[src/rtl/cache_line_engine.sv]
// Line-transfer engine: optional 4-word victim writeback followed by a 4-word
// line fill over a single word-wide memory port with MEM_LAT-cycle read latency.
module cache_line_engine #(
    parameter int unsigned MEM_LAT = 1
) (
    input  logic        CLK,
    input  logic        RST,
    input  logic        req_valid,
    input  logic        req_wb,
    input  logic [31:0] req_fill_addr,
    input  logic [31:0] req_wb_addr,
    input  logic [31:0] wb_w0,
    input  logic [31:0] wb_w1,
    input  logic [31:0] wb_w2,
    input  logic [31:0] wb_w3,
    output logic        busy,
    output logic        done,
    output logic [31:0] fill_w0,
    output logic [31:0] fill_w1,
    output logic [31:0] fill_w2,
    output logic [31:0] fill_w3,
    output logic [31:0] mem_addr,
    output logic        mem_rd,
    output logic        mem_wr,
    output logic [31:0] mem_din,
    output logic [1:0]  mem_size,
    input  logic [31:0] mem_dout
);

    typedef enum logic [2:0] {
        IDLE  = 3'd0,
        WB    = 3'd1,
        FILL  = 3'd2,
        DRAIN = 3'd3,
        DONE  = 3'd4
    } state_t;

    state_t       state_r, state_s;
    logic [1:0]   k_r, k_s;
    logic [27:0]  fb_r, wbb_r;
    logic [31:0]  wbw_r  [4];
    logic [31:0]  fill_r [4];
    logic [MEM_LAT-1:0] vld_r;
    logic [1:0]   tag_r  [MEM_LAT];
    logic         cap_vld_s;
    logic [1:0]   cap_tag_s;
    logic         accept_s;

    // Line offsets are ignored: only the 16-byte line base is kept.
    logic unused_addr_bits_s;
    assign unused_addr_bits_s = ^{req_fill_addr[3:0], req_wb_addr[3:0]};

    assign accept_s  = (state_r == IDLE) && req_valid;
    assign cap_vld_s = vld_r[MEM_LAT-1];
    assign cap_tag_s = tag_r[MEM_LAT-1];

    assign busy     = (state_r != IDLE);
    assign done     = (state_r == DONE);
    assign mem_size = 2'b10;
    assign fill_w0  = fill_r[0];
    assign fill_w1  = fill_r[1];
    assign fill_w2  = fill_r[2];
    assign fill_w3  = fill_r[3];

    // Next-state and word-counter logic.
    always_comb begin
        state_s = state_r;
        k_s     = k_r;
        case (state_r)
            IDLE: begin
                k_s = 2'd0;
                if (req_valid) begin
                    state_s = req_wb ? WB : FILL;
                end else begin
                    state_s = IDLE;
                end
            end
            WB: begin
                k_s = k_r + 2'd1;
                if (k_r == 2'd3) begin
                    state_s = FILL;
                end else begin
                    state_s = WB;
                end
            end
            FILL: begin
                k_s = k_r + 2'd1;
                if (k_r == 2'd3) begin
                    state_s = DRAIN;
                end else begin
                    state_s = FILL;
                end
            end
            DRAIN: begin
                k_s = 2'd0;
                // Leave only once the final word is being captured this edge.
                if (cap_vld_s && (cap_tag_s == 2'd3)) begin
                    state_s = DONE;
                end else begin
                    state_s = DRAIN;
                end
            end
            DONE: begin
                k_s     = 2'd0;
                state_s = IDLE;
            end
            default: begin
                k_s     = 2'd0;
                state_s = IDLE;
            end
        endcase
    end

    // Memory port strobes, address and write data decoded from state and k.
    always_comb begin
        mem_rd   = 1'b0;
        mem_wr   = 1'b0;
        mem_addr = 32'd0;
        mem_din  = 32'd0;
        case (state_r)
            WB: begin
                mem_wr   = 1'b1;
                mem_addr = {wbb_r, k_r, 2'b00};
                mem_din  = wbw_r[k_r];
            end
            FILL: begin
                mem_rd   = 1'b1;
                mem_addr = {fb_r, k_r, 2'b00};
            end
            default: begin
                mem_rd   = 1'b0;
                mem_wr   = 1'b0;
                mem_addr = 32'd0;
                mem_din  = 32'd0;
            end
        endcase
    end

    // State and word counter registers.
    always_ff @(posedge CLK) begin
        if (RST) begin
            state_r <= IDLE;
            k_r     <= 2'd0;
        end else begin
            state_r <= state_s;
            k_r     <= k_s;
        end
    end

    // Request capture at accept.
    always_ff @(posedge CLK) begin
        if (RST) begin
            fb_r  <= 28'd0;
            wbb_r <= 28'd0;
            for (int i = 0; i < 4; i++) begin
                wbw_r[i] <= 32'd0;
            end
        end else if (accept_s) begin
            fb_r     <= req_fill_addr[31:4];
            wbb_r    <= req_wb_addr[31:4];
            wbw_r[0] <= wb_w0;
            wbw_r[1] <= wb_w1;
            wbw_r[2] <= wb_w2;
            wbw_r[3] <= wb_w3;
        end else begin
            fb_r  <= fb_r;
            wbb_r <= wbb_r;
        end
    end

    // Read-tag pipeline matching the memory latency.
    always_ff @(posedge CLK) begin
        if (RST) begin
            vld_r <= '0;
            for (int i = 0; i < int'(MEM_LAT); i++) begin
                tag_r[i] <= 2'd0;
            end
        end else begin
            vld_r[0] <= (state_r == FILL);
            tag_r[0] <= k_r;
            for (int i = 1; i < int'(MEM_LAT); i++) begin
                vld_r[i] <= vld_r[i-1];
                tag_r[i] <= tag_r[i-1];
            end
        end
    end

    // Fill-word capture as tags emerge from the pipeline.
    always_ff @(posedge CLK) begin
        if (RST) begin
            for (int i = 0; i < 4; i++) begin
                fill_r[i] <= 32'd0;
            end
        end else if (cap_vld_s) begin
            fill_r[cap_tag_s] <= mem_dout;
        end else begin
            fill_r[0] <= fill_r[0];
        end
    end

endmodule

[config.mk]
export PLATFORM = sky130hd
export DESIGN_NAME = cache_line_engine
export DESIGN_NICKNAME = d
export VERILOG_FILES = /design/src/rtl/cache_line_engine.sv
export SDC_FILE = /design/constraint.sdc
export NUM_CORES = 1
export LEC_CHECK = 0
export ABC_AREA = 1
export CAP_MARGIN = 25
export CORE_AREA = 2 2 176 178
export CTS_CLUSTER_DIAMETER = 200
export DETAILED_ROUTE_END_ITERATION = 7
export DIE_AREA = 0 0 178 180
export PLACE_DENSITY = 0.89
export SYNTH_ARGS = -nofsm -noshare
export SYNTH_HDL_FRONTEND = slang
export SYNTH_SLANG_ARGS = --single-unit
[constraint.sdc]
create_clock -name CLK -period 7.16 [get_ports CLK]
set_clock_uncertainty 0.1 [all_clocks]
set_input_delay 1.79 -clock CLK [delete_from_list [all_inputs] [get_ports CLK]]
set_output_delay 1.79 -clock CLK [all_outputs]
set_load 0.03 [all_outputs]
# == Word level (Yosys, flattened, before mapping) ==
# Memories as Yosys holds them, arrays and structs flattened. A register that Yosys moved wholly into a read port is not among the register bits.
# Index checks and enable logic that the tools add are counted.
# word_totals
register_bits,62
mem_bits_rw,258
word_cells,62
memories,3
# op_classes
addsub,1
n_eq_ne,6
mux,33
n_bitwise,6
reduce_logical,8
# mem_list
memory,words,width,rd,rd_clocked_by_memory_dff,wr,line_no,text
fill_r,4,32,4,0,4,42,logic [31:0] fill_r [4];
wbw_r,4,32,1,1,4,41,logic [31:0] wbw_r [4];
tag_r,1,2,1,0,1,44,logic [1:0] tag_r [MEM_LAT];
# op_table
cell,n
2-to-1 mux 32 bit,7
case mux 32 bit (2 select lines),1
OR reduction 32 bit,1
2-to-1 mux 1 bit,17
2-to-1 mux 2 bit,6
case mux 3 bit (4 select lines),1
equality test 3 x 2 -> 1 bit (second input constant),2
OR reduction 2 bit,3
OR 1 bit,5
equality test 2 bit (second input constant),2
equality test 3 x 1 -> 1 bit (second input constant),1
equality test 3 bit (second input constant),1
zero test 3 bit,1
2-to-1 mux 3 bit,1
nonzero test 3 bit,1
adder 2 x 1 -> 2 bit (second input constant),1
logical AND 1 bit,2
inverter 1 bit,1

# == Depth between registers and ports, before layout ==
# depth
word_depth,6
ltp_mapped,8
depth_no_buf,6

# == Least setup slack after synthesis ==
# No wires, ideal clock.
# synth_timing
path_type,input port to flip-flop
start,input RST
end,memory wbw_r[0][0] (enable)
setup_time_ns,1.109
t_arrival_ns,4.548
t_required_ns,5.951
path_slack_ns,1.403
stages,5
path_cell_list,buf_6 inv_2 buf_2 buf_1 nand2_1
# synth_lines
item,line_no,text
"start, declared",7,"input logic RST,"
"end, declared",41,

# == Worst setup path in the final report ==
# layout_timing
start,register state_r[2]
end,output mem_addr[11]
# layout_via
elab_chain_cells,2
# layout_rtl
item,line_no,text
"start, declared",38,"state_t state_r, state_s;"
"start signal, assigned",145,state_r <= state_s;
equality test 3 x 2 -> 1 bit or equality test 3 x 1 -> 1 bit (tied branches),120,case (state_r)
case mux 32 bit (2 select lines) (*),120,
"end, declared",22,"output logic [31:0] mem_addr,"
# Mark *: on every way between the ends. The rest lies on a longest branch, timed or not.

==> results.tsv <==
metric	value	unit
async_flop_share	0	%
syn_to_final_growth	38.0	%
dr.pass1.iters	5	
fin_area	0.0196	mm²
hold_path.class	flop to flop	
place.gp.congestion	0.854	
max_slew_margin	29.8	%
r2r_start	state_r[2]	
crit_required	5270	ps
ys_types	30	
diodes	0	
ios	426	
antenna_found_initial	0	
drc_errors	0	
ant_nets	0	
cp_cell_sequence	inv_1, nand3_2, buf_4, inv_1, nand2_1, nand2_1, clkdlybuf4s50_1	
die_h	180	µm
grt_pass1_wl	60100	µm
vias	11400	
critical_path.startpoint	state_r[2]	
cpPeakStageDelay	830	ps
tns	0	ps
cts_setup_buffers	0	
max_freq	0.190	GHz
netlist_area	0.0142	mm²
overflow	0	
cts_buffers	34	
cts_htree_levels	2	
wl_per_cell	17.5	µm
grt_max_degree	67	
postCtsHoldBufs	0	
fin_crit	5270	ps
dp_hpwl	26500	µm
final_nets	2070	
hp-start	state_r[2]	
routed_wl	39600	µm
p_per_area	234	mW/mm²
critical_path_peak_fanout	35	
drive_gt1_share	6.65	%
synthTopCellsByArea	edfxtp_1 (54%), dfxtp_1 (9.0%), nor2_1 (8.7%)	
clk_latency	500	ps
rows	64	
setup-violations-final	0	
clockBufferDepth	3	
outcome	finished, final reports clean	
hold_violations	0	
yosysTopAreaCellShare	54.1	%
endpoint_kind	primary output	
worst_pin_slew	1050	ps
min_period_over_period	73.5	%
syn_inst	1458	
yosysTopAreaCell	edfxtp_1	
drt_iter0_markers	910	
initial_core_util	47.1	%
dpl_cell_area	0.0186	mm²
dieArea	0.0320	mm²
ir_drop	0.186	mV
clkTransAtPathRegs	60	ps
critPathKind	flop to primary output	
dp.cells	2200	
register_area	0.00897	mm²
cp_slowest_cell	inv_1	
synth-edff-count	256	
rsz0062_at_grt	no	
cts_num_sinks	320	
ys_warn_count	0	
post_drt_via_cell_ratio	5.03	
cp-start-kind	flop	
ys_seq_elements	320	
power.leakage	8.35	nW
die_width	178	µm
ys_seq_area_share	63.1	%
layoutNonFillerInstCount	2260	
fill_cells	2112	
avgSynthCellArea	9.75	µm²
cts_root_buf	clkbuf_16	
multi_input_area	0.00359	mm²
core	0.0302	mm²
cts_tree	yes	
numPortBuffers	413	
grtUsageTotal	24.0	%
ys.flop_type	edfxtp_1	
post_cts_resize_count	0	
max_cap_violations	0	
slew_violations	0	
cp_data_arrival_time	3380	ps
grt_pass1_vias	11600	
## state kept, by name, indices dropped and copies added, names as in the netlist
signal and count:
cap_vld_s 1, fb_r 28, fill_r 128, k_r 2
state_r 3, tag_r 2, wbb_r 28, wbw_r 128
## layer usage
metal / vias to the layer above / GRT usage [%] / part of all wire, %
met5: - / 0 / 0
met3: 123 / 4.55 / 7.3
met1: 5318 / 26.6 / 36
li1: 5320 / - / -
met4: 0 / 11.9 / 4.9
met2: 598 / 43.6 / 52
## worst max-delay path, delay by kind of cell (launching register included)
| family | cells | cell delay (ps) |
|---|---|---|
| buffers and inverters | 4 | 2130 |
| and+or+nand+nor | 3 | 400 |
| DFF | 1 | 330 |
## power by group
part | internal, mW | switching (mW) | total [mW]
registers | 2.17 | 0.0600 | 2.23
logic | 0.295 | 0.435 | 0.730
clock network | 0.943 | 0.694 | 1.64
total | 3.40 | 1.19 | 4.59
## placed cells by master (no fill, tap or decap), types with 16 or more instances in the layout
master / Yosys / routed
nand3_1: 62 / 61
clkbuf_16: 0 / 35
inv_1: 302 / 302
nand2_1: 132 / 130
nor2_1: 331 / 331
edfxtp_1: 256 / 256
a21oi_1: 34 / 34
o21ai_0: 117 / 116
inv_2: 21 / 21
clkdlybuf4s50_1: 0 / 413
o22ai_4: 30 / 30
dfxtp_1: 64 / 63
buf_4: 10 / 16
## stage by stage
stage	util, %	hold slack [ps]	setup slack, ps	total power, mW
3_5_place_dp	61.5	348	2350	2.98
4_1_cts	64.9	357	1900	4.62
6_report	65.0	371	1890	4.59
5_1_grt	65.0	381	1740	4.76
2_1_floorplan	-	322	1400	2.67
3_3_place_gp	61.4	334	2450	2.95
## area by class of cell
cell class / count / area share [%]
Multi-Input combinational cell: 729 / 18.3
Inverter: 324 / 6.20
Tap cell: 396 / 2.53
Sequential cell: 320 / 45.7
Clock inverter: 13 / 0.447
Clock buffer: 46 / 4.73
Timing Repair Buffer: 432 / 22.0
## kinds of logic (layout without fill, tap and decap cells)
kind of cell / after synthesis / after routing / share of synthesized area [%]
AND/OR/NAND/NOR: 536 / 536 / 15.0
buffers and inverters: 411 / 815 / 12.0
flip-flops: 320 / 320 / 63.1
AO/OA/AOI/OAI: 188 / 188 / 9.80
other: 2 / 4 / 0.0528
adder cells (fa/ha/maj): 1 / 1 / 0.0880
## cells in the mapped netlist, types with 8 or more instances
cell type / n
clkbuf_1: 22
o22ai_4: 30
buf_4: 10
o21ai_0: 117
a21oi_1: 34
buf_2: 41
buf_1: 8
dfxtp_1: 64
edfxtp_1: 256
nor2_1: 331
nand3_1: 62
nand2_1: 132
inv_1: 302
inv_2: 21
## worst paths after layout
check | endpoint | slack [ps] | depth (start not counted)
hold reg to reg | state_r[2] | 370 | 1
hold / removal | state_r[2] | 370 | 1
setup reg to reg | wbw_r[3][8] | 4270 | 5
setup / recovery | mem_addr[11] | 1890 | 7
Note: power is estimated with default switching activity, not from simulation.
